File: src/rtl/stage_ex_pkg.sv
`default_nettype none
// ============================================================================
// Module   : stage_ex_pkg
// Brief    : Shared EX-stage definitions: mul/div op codes, FSM states, defaults.
// Revision : 1.0
// ============================================================================
package stage_ex_pkg;

    localparam int DEF_WIDTH = 32;
    localparam int DEF_TAG_W = 5;

    localparam logic [1:0] MD_MUL  = 2'b00;
    localparam logic [1:0] MD_MULU = 2'b01;
    localparam logic [1:0] MD_DIV  = 2'b10;
    localparam logic [1:0] MD_DIVU = 2'b11;

    typedef enum logic [1:0] {
        ST_IDLE = 2'b00,
        ST_RUN  = 2'b01,
        ST_FIX  = 2'b10
    } md_state_e;

endpackage
`default_nettype wire

File: src/rtl/stage_ex_muldiv_if.sv
`default_nettype none
// ============================================================================
// Module   : stage_ex_muldiv_if
// Brief    : Start/busy/done handshake and operand/result bus of the mul/div unit.
// Revision : 1.0
// ============================================================================
interface stage_ex_muldiv_if
    import stage_ex_pkg::*;
#(
    parameter int WIDTH = DEF_WIDTH,
    parameter int TAG_W = DEF_TAG_W
);
    logic             start;
    logic [1:0]       op;
    logic [WIDTH-1:0] a;
    logic [WIDTH-1:0] b;
    logic [TAG_W-1:0] rw_in;
    logic             flush;
    logic             busy;
    logic             done;
    logic [WIDTH-1:0] hi;
    logic [WIDTH-1:0] lo;
    logic [TAG_W-1:0] rw_out;

    modport master (
        output start, op, a, b, rw_in, flush,
        input  busy, done, hi, lo, rw_out
    );

    modport slave (
        input  start, op, a, b, rw_in, flush,
        output busy, done, hi, lo, rw_out
    );
endinterface
`default_nettype wire

File: src/rtl/stage_ex_muldiv_step.sv
`default_nettype none
// ============================================================================
// Module   : stage_ex_muldiv_step
// Brief    : One radix-2 iteration: shift-add multiply or restoring divide.
// Revision : 1.0
// ============================================================================
module stage_ex_muldiv_step #(
    parameter int WIDTH = 32
) (
    input  wire logic [2*WIDTH-1:0] i_acc,
    input  wire logic [WIDTH-1:0]   i_opnd,
    input  wire logic               i_is_div,
    output logic      [2*WIDTH-1:0] o_acc
);
    // Multiply: acc = {partial product, remaining multiplier bits}.
    // Divide:   acc = {partial remainder, dividend shifting into quotient}.
    logic [WIDTH:0] w_sum;
    logic [WIDTH:0] w_rem_sh;
    logic [WIDTH:0] w_trial;

    always_comb begin
        w_sum    = {1'b0, i_acc[2*WIDTH-1:WIDTH]} + (i_acc[0] ? {1'b0, i_opnd} : '0);
        w_rem_sh = {i_acc[2*WIDTH-1:WIDTH], i_acc[WIDTH-1]};
        w_trial  = w_rem_sh - {1'b0, i_opnd};
        if (i_is_div) begin
            // Top bit of the trial difference is the borrow: set means restore.
            if (!w_trial[WIDTH]) begin
                o_acc = {w_trial[WIDTH-1:0], i_acc[WIDTH-2:0], 1'b1};
            end else begin
                o_acc = {w_rem_sh[WIDTH-1:0], i_acc[WIDTH-2:0], 1'b0};
            end
        end else begin
            o_acc = {w_sum, i_acc[WIDTH-1:1]};
        end
    end
endmodule
`default_nettype wire

File: src/rtl/stage_ex_muldiv.sv
`default_nettype none
// ============================================================================
// Module   : stage_ex_muldiv
// Brief    : Iterative signed/unsigned multiply/divide unit with tag pass-through.
// Revision : 1.0
// ============================================================================
module stage_ex_muldiv
    import stage_ex_pkg::*;
#(
    parameter int WIDTH = DEF_WIDTH,
    parameter int TAG_W = DEF_TAG_W,
    parameter int CNT_W = 6
) (
    input wire logic         clk,
    input wire logic         rst_n,
    stage_ex_muldiv_if.slave bus
);
    md_state_e          state_q, state_d;
    logic [CNT_W-1:0]   cnt_q, cnt_d;
    logic [2*WIDTH-1:0] acc_q, acc_d;
    logic [WIDTH-1:0]   opnd_q, opnd_d;
    logic [WIDTH-1:0]   a_q, a_d;
    logic               is_div_q, is_div_d;
    logic               neg_q, neg_d;
    logic               neg_r_q, neg_r_d;
    logic               dz_q, dz_d;
    logic [TAG_W-1:0]   rw_q, rw_d;
    logic [WIDTH-1:0]   hi_q, hi_d;
    logic [WIDTH-1:0]   lo_q, lo_d;
    logic [TAG_W-1:0]   rw_out_q, rw_out_d;
    logic               done_q, done_d;

    logic               w_is_div;
    logic               w_signed;
    logic               w_sign_a;
    logic               w_sign_b;
    logic [WIDTH-1:0]   w_mag_a;
    logic [WIDTH-1:0]   w_mag_b;
    logic [2*WIDTH-1:0] w_acc_step;
    logic [2*WIDTH-1:0] w_prod;
    logic [WIDTH-1:0]   w_quo_raw;
    logic [WIDTH-1:0]   w_rem_raw;
    logic [WIDTH-1:0]   w_quo;
    logic [WIDTH-1:0]   w_rem;

    // Magnitudes stay WIDTH bits: the most-negative value maps to 2^(WIDTH-1) unsigned.
    always_comb begin
        w_is_div = (bus.op == MD_DIV) || (bus.op == MD_DIVU);
        w_signed = (bus.op == MD_MUL) || (bus.op == MD_DIV);
        w_sign_a = w_signed & bus.a[WIDTH-1];
        w_sign_b = w_signed & bus.b[WIDTH-1];
        w_mag_a  = w_sign_a ? -bus.a : bus.a;
        w_mag_b  = w_sign_b ? -bus.b : bus.b;
    end

    stage_ex_muldiv_step #(
        .WIDTH (WIDTH)
    ) u_step (
        .i_acc    (acc_q),
        .i_opnd   (opnd_q),
        .i_is_div (is_div_q),
        .o_acc    (w_acc_step)
    );

    always_comb begin
        w_prod    = neg_q ? -acc_q : acc_q;
        w_quo_raw = acc_q[WIDTH-1:0];
        w_rem_raw = acc_q[2*WIDTH-1:WIDTH];
        w_quo     = neg_q ? -w_quo_raw : w_quo_raw;
        w_rem     = neg_r_q ? -w_rem_raw : w_rem_raw;
    end

    always_comb begin
        state_d  = state_q;
        cnt_d    = cnt_q;
        acc_d    = acc_q;
        opnd_d   = opnd_q;
        a_d      = a_q;
        is_div_d = is_div_q;
        neg_d    = neg_q;
        neg_r_d  = neg_r_q;
        dz_d     = dz_q;
        rw_d     = rw_q;
        hi_d     = hi_q;
        lo_d     = lo_q;
        rw_out_d = rw_out_q;
        done_d   = 1'b0;
        unique case (state_q)
            ST_IDLE: begin
                if (bus.start && !bus.flush) begin
                    state_d  = ST_RUN;
                    cnt_d    = CNT_W'(WIDTH);
                    acc_d    = {{WIDTH{1'b0}}, (w_is_div ? w_mag_a : w_mag_b)};
                    opnd_d   = w_is_div ? w_mag_b : w_mag_a;
                    a_d      = bus.a;
                    is_div_d = w_is_div;
                    neg_d    = w_sign_a ^ w_sign_b;
                    neg_r_d  = w_sign_a;
                    dz_d     = (bus.b == '0);
                    rw_d     = bus.rw_in;
                end
            end
            ST_RUN: begin
                if (bus.flush) begin
                    state_d = ST_IDLE;
                end else begin
                    acc_d = w_acc_step;
                    cnt_d = cnt_q - CNT_W'(1);
                    if (cnt_q == CNT_W'(1)) begin
                        state_d = ST_FIX;
                    end
                end
            end
            ST_FIX: begin
                state_d = ST_IDLE;
                if (!bus.flush) begin
                    done_d   = 1'b1;
                    rw_out_d = rw_q;
                    if (!is_div_q) begin
                        hi_d = w_prod[2*WIDTH-1:WIDTH];
                        lo_d = w_prod[WIDTH-1:0];
                    end else if (dz_q) begin
                        hi_d = a_q;
                        lo_d = '1;
                    end else begin
                        hi_d = w_rem;
                        lo_d = w_quo;
                    end
                end
            end
            default: state_d = ST_IDLE;
        endcase
    end

    always_ff @(posedge clk or negedge rst_n) begin
        if (!rst_n) begin
            state_q  <= ST_IDLE;
            cnt_q    <= '0;
            acc_q    <= '0;
            opnd_q   <= '0;
            a_q      <= '0;
            is_div_q <= 1'b0;
            neg_q    <= 1'b0;
            neg_r_q  <= 1'b0;
            dz_q     <= 1'b0;
            rw_q     <= '0;
            hi_q     <= '0;
            lo_q     <= '0;
            rw_out_q <= '0;
            done_q   <= 1'b0;
        end else begin
            state_q  <= state_d;
            cnt_q    <= cnt_d;
            acc_q    <= acc_d;
            opnd_q   <= opnd_d;
            a_q      <= a_d;
            is_div_q <= is_div_d;
            neg_q    <= neg_d;
            neg_r_q  <= neg_r_d;
            dz_q     <= dz_d;
            rw_q     <= rw_d;
            hi_q     <= hi_d;
            lo_q     <= lo_d;
            rw_out_q <= rw_out_d;
            done_q   <= done_d;
        end
    end

    assign bus.busy   = (state_q != ST_IDLE);
    assign bus.done   = done_q;
    assign bus.hi     = hi_q;
    assign bus.lo     = lo_q;
    assign bus.rw_out = rw_out_q;
endmodule
`default_nettype wire

File: src/flat_wrapper.sv
// flat-port wrapper written by rule: the top's interface ports become plain ports
module stage_ex_muldiv_flat import stage_ex_pkg::*;
#(
    parameter int WIDTH = DEF_WIDTH,
    parameter int TAG_W = DEF_TAG_W,
    parameter int CNT_W = 6
)
  (clk, rst_n, bus_start, bus_op, bus_a, bus_b, bus_rw_in, bus_flush, bus_busy, bus_done, bus_hi, bus_lo, bus_rw_out);
  stage_ex_muldiv_if #(.WIDTH(WIDTH), .TAG_W(TAG_W)) bus_i ();
  input wire logic clk;
  input wire logic rst_n;
  input wire logic [$bits(bus_i.start)-1:0] bus_start;
  input wire logic [$bits(bus_i.op)-1:0] bus_op;
  input wire logic [$bits(bus_i.a)-1:0] bus_a;
  input wire logic [$bits(bus_i.b)-1:0] bus_b;
  input wire logic [$bits(bus_i.rw_in)-1:0] bus_rw_in;
  input wire logic [$bits(bus_i.flush)-1:0] bus_flush;
  output wire logic [$bits(bus_i.busy)-1:0] bus_busy;
  output wire logic [$bits(bus_i.done)-1:0] bus_done;
  output wire logic [$bits(bus_i.hi)-1:0] bus_hi;
  output wire logic [$bits(bus_i.lo)-1:0] bus_lo;
  output wire logic [$bits(bus_i.rw_out)-1:0] bus_rw_out;
  assign bus_i.start = bus_start;
  assign bus_i.op = bus_op;
  assign bus_i.a = bus_a;
  assign bus_i.b = bus_b;
  assign bus_i.rw_in = bus_rw_in;
  assign bus_i.flush = bus_flush;
  assign bus_busy = bus_i.busy;
  assign bus_done = bus_i.done;
  assign bus_hi = bus_i.hi;
  assign bus_lo = bus_i.lo;
  assign bus_rw_out = bus_i.rw_out;
  stage_ex_muldiv #(.WIDTH(WIDTH), .TAG_W(TAG_W), .CNT_W(CNT_W)) u_core (.clk(clk), .rst_n(rst_n), .bus(bus_i));
endmodule
File: config.mk
export PLATFORM = sky130hd
export DESIGN_NAME = stage_ex_muldiv_flat
export DESIGN_NICKNAME = d
export VERILOG_FILES = /design/src/rtl/stage_ex_pkg.sv /design/src/rtl/stage_ex_muldiv_if.sv /design/src/rtl/stage_ex_muldiv_step.sv /design/src/rtl/stage_ex_muldiv.sv /design/src/flat_wrapper.sv
export SDC_FILE = /design/constraint.sdc
export NUM_CORES = 1
export LEC_CHECK = 0
export CORE_ASPECT_RATIO = 0.7
export CORE_MARGIN = 1
export CORE_UTILIZATION = 35
export CTS_CLUSTER_DIAMETER = 80
export DETAILED_ROUTE_END_ITERATION = 16
export DONT_BUFFER_PORTS = 1
export GPL_ROUTABILITY_DRIVEN = 0
export PLACE_DENSITY = 0.59
export SKIP_CTS_REPAIR_TIMING = 1
export SYNTH_ARGS = -nofsm -noshare
export SYNTH_HDL_FRONTEND = slang
export SYNTH_HIERARCHICAL = 1
export SYNTH_SLANG_ARGS = --single-unit
File: constraint.sdc
create_clock -name clk -period 3.5 [get_ports clk]
set_input_delay 0.525 -clock clk [delete_from_list [all_inputs] [get_ports clk]]
set_output_delay 0.525 -clock clk [all_outputs]
set_load 0.03 [all_outputs]
==> results.cfg <==
[synthesis]
synth.net_count = 2308
yosysWarnings = 6
synth_top_family_by_area = compound AO/OA/AOI/OAI gates
seq_area_frac_synth = 0.309
mappedNetlistArea_um2 = 17400
post_synth_xor_area_fraction = 0.0985
post_synth_num_cell_types = 95
synth_top_flop_cell = sky130_fd_sc_hd__dfrtp_1
yosys_register_bits = 215
post_synth_inst_count = 2161
synth.area.mux_share = 0.0432
fraction_of_registers_with_async_set_or_reset_after_synthesis = 1.00
number_of_enable_flip_flop_cells_after_synthesis = 0
yosys.area_share.adder = 0.0525
synth_simple_gate_area_frac = 0.210
synth_compound_gate_area_share = 0.239
syn-mean-instance-area_um2 = 8.07

[sta]
timing_max_transition_violations_final = 0
setup_clock_skew_after_layout_ns = 0.0215
period_minus_slack_ns = 3.40
min_period_over_period = 0.971
timing.fmax_ghz = 0.294
worst-slew-pin-transition_ns = 1.00
whs_ns = -0.337
rsz0062_at_grt = no
slew_headroom = 0.331
timing_hold_violations_final = 215
setup_viol = 0
final.setup.worst_slack_ns = 0.101

[power_and_ir_drop]
p_clk_frac = 0.143
power_density_nw_per_um2 = 1020
power.switching_mw = 10.0
switching_share = 0.501
total_leakage_power_nw = 8.31
internal-power_mw = 10.0
share_comb_of_total_power = 0.594
power.sequential.fraction = 0.264
max-vdd-ir-drop_uv = 440

[cells_and_area]
layout-area-overhead-vs-synth_pct = 12.3
layout.filler_cells = 4948
num-nets-final = 2302
final_common_cell = sky130_fd_sc_hd__nand2_1
final_cells = 2837
antenna_cells_inserted = 0
final_cell_mix = 312 x sky130_fd_sc_hd__nand2_1, 212 x sky130_fd_sc_hd__dfrtp_1, 168 x sky130_fd_sc_hd__a21oi_1, 158 x sky130_fd_sc_hd__nor2_1, 121 x sky130_fd_sc_hd__o21ai_0
utilization = 0.397
cell_area_after_layout_um2 = 19600
post_route_cells_drive_above_1_share = 0.116

[drt]
post-route-drc-count = 0
ant_nets = 0
drt-initial-drc-count = 2469
wire_per_inst_um = 24.6
num_vias = 17450
finalWirelength_um = 69700
vias_per_cell = 6.15
drt_pre_antenna_iters = 7

[floorplan]
core_area_um2 = 49300
top_ports = 146
die_height_um = 189
rows = 68
starting_utilization_of_the_core_area = 0.354
dieArea_um2 = 50700
fp.dieW_um = 269

[critical_path]
timing.critical_path.to_type = flop
cp-start-kind = flop
crit_path_max_fanout = 4
cp.required_ns = 3.95
path_class = reg2reg
critPathArrivalTime_ns = 3.85

[placed_design]
pre_cts_ws_ns = -0.00426
hpwl_um = 52200
post_dp_cell_area_um2 = 18600
port-buffer-count = 0
dp_cells = 2787

[grt]
grt_start_max_net_pins = 216
grt_most_used_layer = met1
global_route.usage.met1 = 0.406
grt_antenna_before_repair = 1
global_route.usage.met2 = 0.355
global_route.usage.total = 0.265
grt_pass1_vias = 15998
globalRouteMet3Util = 0.0826
grt_pass1_wl_um = 103000
grt_remaining_overflow = 0

[job]
maxCapViolCount = 0

[cts]
clock_sink_count = 215
htree_levels = 1
tritoncts_buffer_count = 25
ctsRootBufferMaster = sky130_fd_sc_hd__clkbuf_16
clk_path_buf_depth = 3
worst_setup_hold_path_clk_slew_ns = 0.06
cts_tree = yes
clk-insertion-delay-late_ns = 0.56

[run_status]
outcome = complete, but fails checks
failed_checks = negative hold slack

[min_path]
holdCritPathClass = in2async
[through the flow]
step / TNS [ns] / power, mW
after detailed placement: -0.00426 / 16.5
final: 0 / 20.0
after global routing: 0 / 21.1
after floorplan: 0 / 12.9
after global placement: 0 / 16.3
after CTS: -0.160 / 19.4
[metal layers]
metal / up-vias / wire length [um]
met1: 8513 / 31600
met5: - / 11
li1: 7779 / -
met3: 107 / 9260
met2: 1049 / 27200
met4: 2 / 1600
[final cells by class]
| class | count | area, um^2 | area share |
|---|---|---|---|
| timing repair buffer | 109 | 911 | 0.0465 |
| tap | 665 | 832 | 0.0425 |
| inverter | 73 | 274 | 0.0140 |
| clock buffer | 32 | 702 | 0.0359 |
| multi-input combinational | 1731 | 11300 | 0.577 |
| sequential | 215 | 5390 | 0.275 |
| clock inverter | 12 | 180 | 0.00920 |
[logic make-up (layout without fill, tap and decap cells)]
group | after synthesis | after routing
AO/OA/AOI/OAI | 629 | 629
XOR/XNOR | 193 | 193
adder cells (fa/ha/maj) | 72 | 72
buffers and inverters | 215 | 226
flip-flops | 215 | 215
multiplexers | 70 | 70
AND/OR/NAND/NOR | 767 | 767
[Yosys cell counts, types with 6 or more instances]
cell	instances	area [um^2]
sky130_fd_sc_hd__or4_1	18	135
sky130_fd_sc_hd__o21ai_0	121	606
sky130_fd_sc_hd__nor2b_1	14	87.6
sky130_fd_sc_hd__a22o_1	29	254
sky130_fd_sc_hd__inv_1	71	267
sky130_fd_sc_hd__o31ai_1	32	240
sky130_fd_sc_hd__a221oi_1	6	52.6
sky130_fd_sc_hd__buf_1	17	63.8
sky130_fd_sc_hd__a21o_1	27	203
sky130_fd_sc_hd__o22a_1	10	87.6
sky130_fd_sc_hd__o21bai_1	9	67.6
sky130_fd_sc_hd__ha_1	70	876
sky130_fd_sc_hd__o22ai_1	18	113
sky130_fd_sc_hd__o21a_1	16	120
sky130_fd_sc_hd__mux2i_1	28	280
sky130_fd_sc_hd__o41ai_1	16	140
sky130_fd_sc_hd__o32ai_1	6	52.6
sky130_fd_sc_hd__a31oi_1	49	307
sky130_fd_sc_hd__or2_2	10	62.6
sky130_fd_sc_hd__nor2_1	161	604
sky130_fd_sc_hd__mux2_2	42	473
sky130_fd_sc_hd__or3_1	22	138
sky130_fd_sc_hd__and3_1	21	131
sky130_fd_sc_hd__a211oi_1	11	82.6
sky130_fd_sc_hd__clkbuf_1	114	428
sky130_fd_sc_hd__o221ai_1	27	236
sky130_fd_sc_hd__nand4_1	20	125
sky130_fd_sc_hd__a21oi_1	169	846
sky130_fd_sc_hd__nand2b_1	16	100
sky130_fd_sc_hd__nand2_1	313	1170
sky130_fd_sc_hd__xnor2_1	88	771
sky130_fd_sc_hd__dfrtp_1	215	5380
sky130_fd_sc_hd__nor4_1	30	188
sky130_fd_sc_hd__nor3_1	33	165
sky130_fd_sc_hd__and2_1	39	244
sky130_fd_sc_hd__xor2_1	103	902
sky130_fd_sc_hd__nand3_1	36	180
sky130_fd_sc_hd__o211ai_1	21	158
[worst paths after layout]
kind                                         startpoint                                to  slack [ns]  depth (start not counted)
max                        u_core/opnd_q[1]$_DFFE_PN0P_      u_core/acc_q[63]$_DFFE_PN0P_        0.10                         13
min                                               rst_n        u_core/a_q[22]$_DFFE_PN0P_       -0.34                          0
max reg2reg                u_core/opnd_q[1]$_DFFE_PN0P_      u_core/acc_q[63]$_DFFE_PN0P_        0.10                         13
min reg2reg                  u_core/rw_q[1]$_DFFE_PN0P_  u_core/bus.rw_out[1]$_DFFE_PN0P_        0.47                          2
max in group asynchronous                         rst_n       u_core/is_div_q$_DFFE_PN0P_        3.30                          0
min in group clk                           bus_rw_in[3]        u_core/rw_q[3]$_DFFE_PN0P_        0.07                          2
[flip-flops by register name, summed over array words and instances (netlist names)]
register	cells
u_core/bus.done	1
u_core/rw_q	5
u_core/a_q	32
u_core/opnd_q	32
u_core/bus.lo	32
u_core/is_div_q	1
u_core/neg_q	1
u_core/cnt_q	6
u_core/bus.hi	32
u_core/dz_q	1
u_core/state_q	2
u_core/neg_r_q	1
u_core/bus.rw_out	5
u_core/acc_q	64
[worst max-delay path, cell delays in order (launching register included)]
cell                        delay [ns]
sky130_fd_sc_hd__dfrtp_1          0.41
sky130_fd_sc_hd__inv_1            0.06
sky130_fd_sc_hd__ha_1             0.26
sky130_fd_sc_hd__nor2b_1          0.17
sky130_fd_sc_hd__o2111ai_1        0.21
sky130_fd_sc_hd__a2111oi_2        0.59
sky130_fd_sc_hd__buf_4            0.23
sky130_fd_sc_hd__nor4b_2          0.07
sky130_fd_sc_hd__o211ai_1         0.48
sky130_fd_sc_hd__a311oi_1         0.21
sky130_fd_sc_hd__xnor2_1          0.17
sky130_fd_sc_hd__nand2_1          0.08
sky130_fd_sc_hd__a32oi_1          0.09
sky130_fd_sc_hd__a22o_1           0.23
[power by group through the flow]
| stage | clock network [mW] | registers (mW) | logic (mW) |
|---|---|---|---|
| after floorplan | 0 | 4.82 | 8.13 |
| after global routing | 3.00 | 5.38 | 12.8 |
| after global placement | 0 | 5.26 | 11.0 |
| final | 2.86 | 5.29 | 11.9 |
| after CTS | 2.89 | 5.25 | 11.2 |
| after detailed placement | 0 | 5.29 | 11.2 |
No activity file was read; power rests on OpenSTA's default activity.
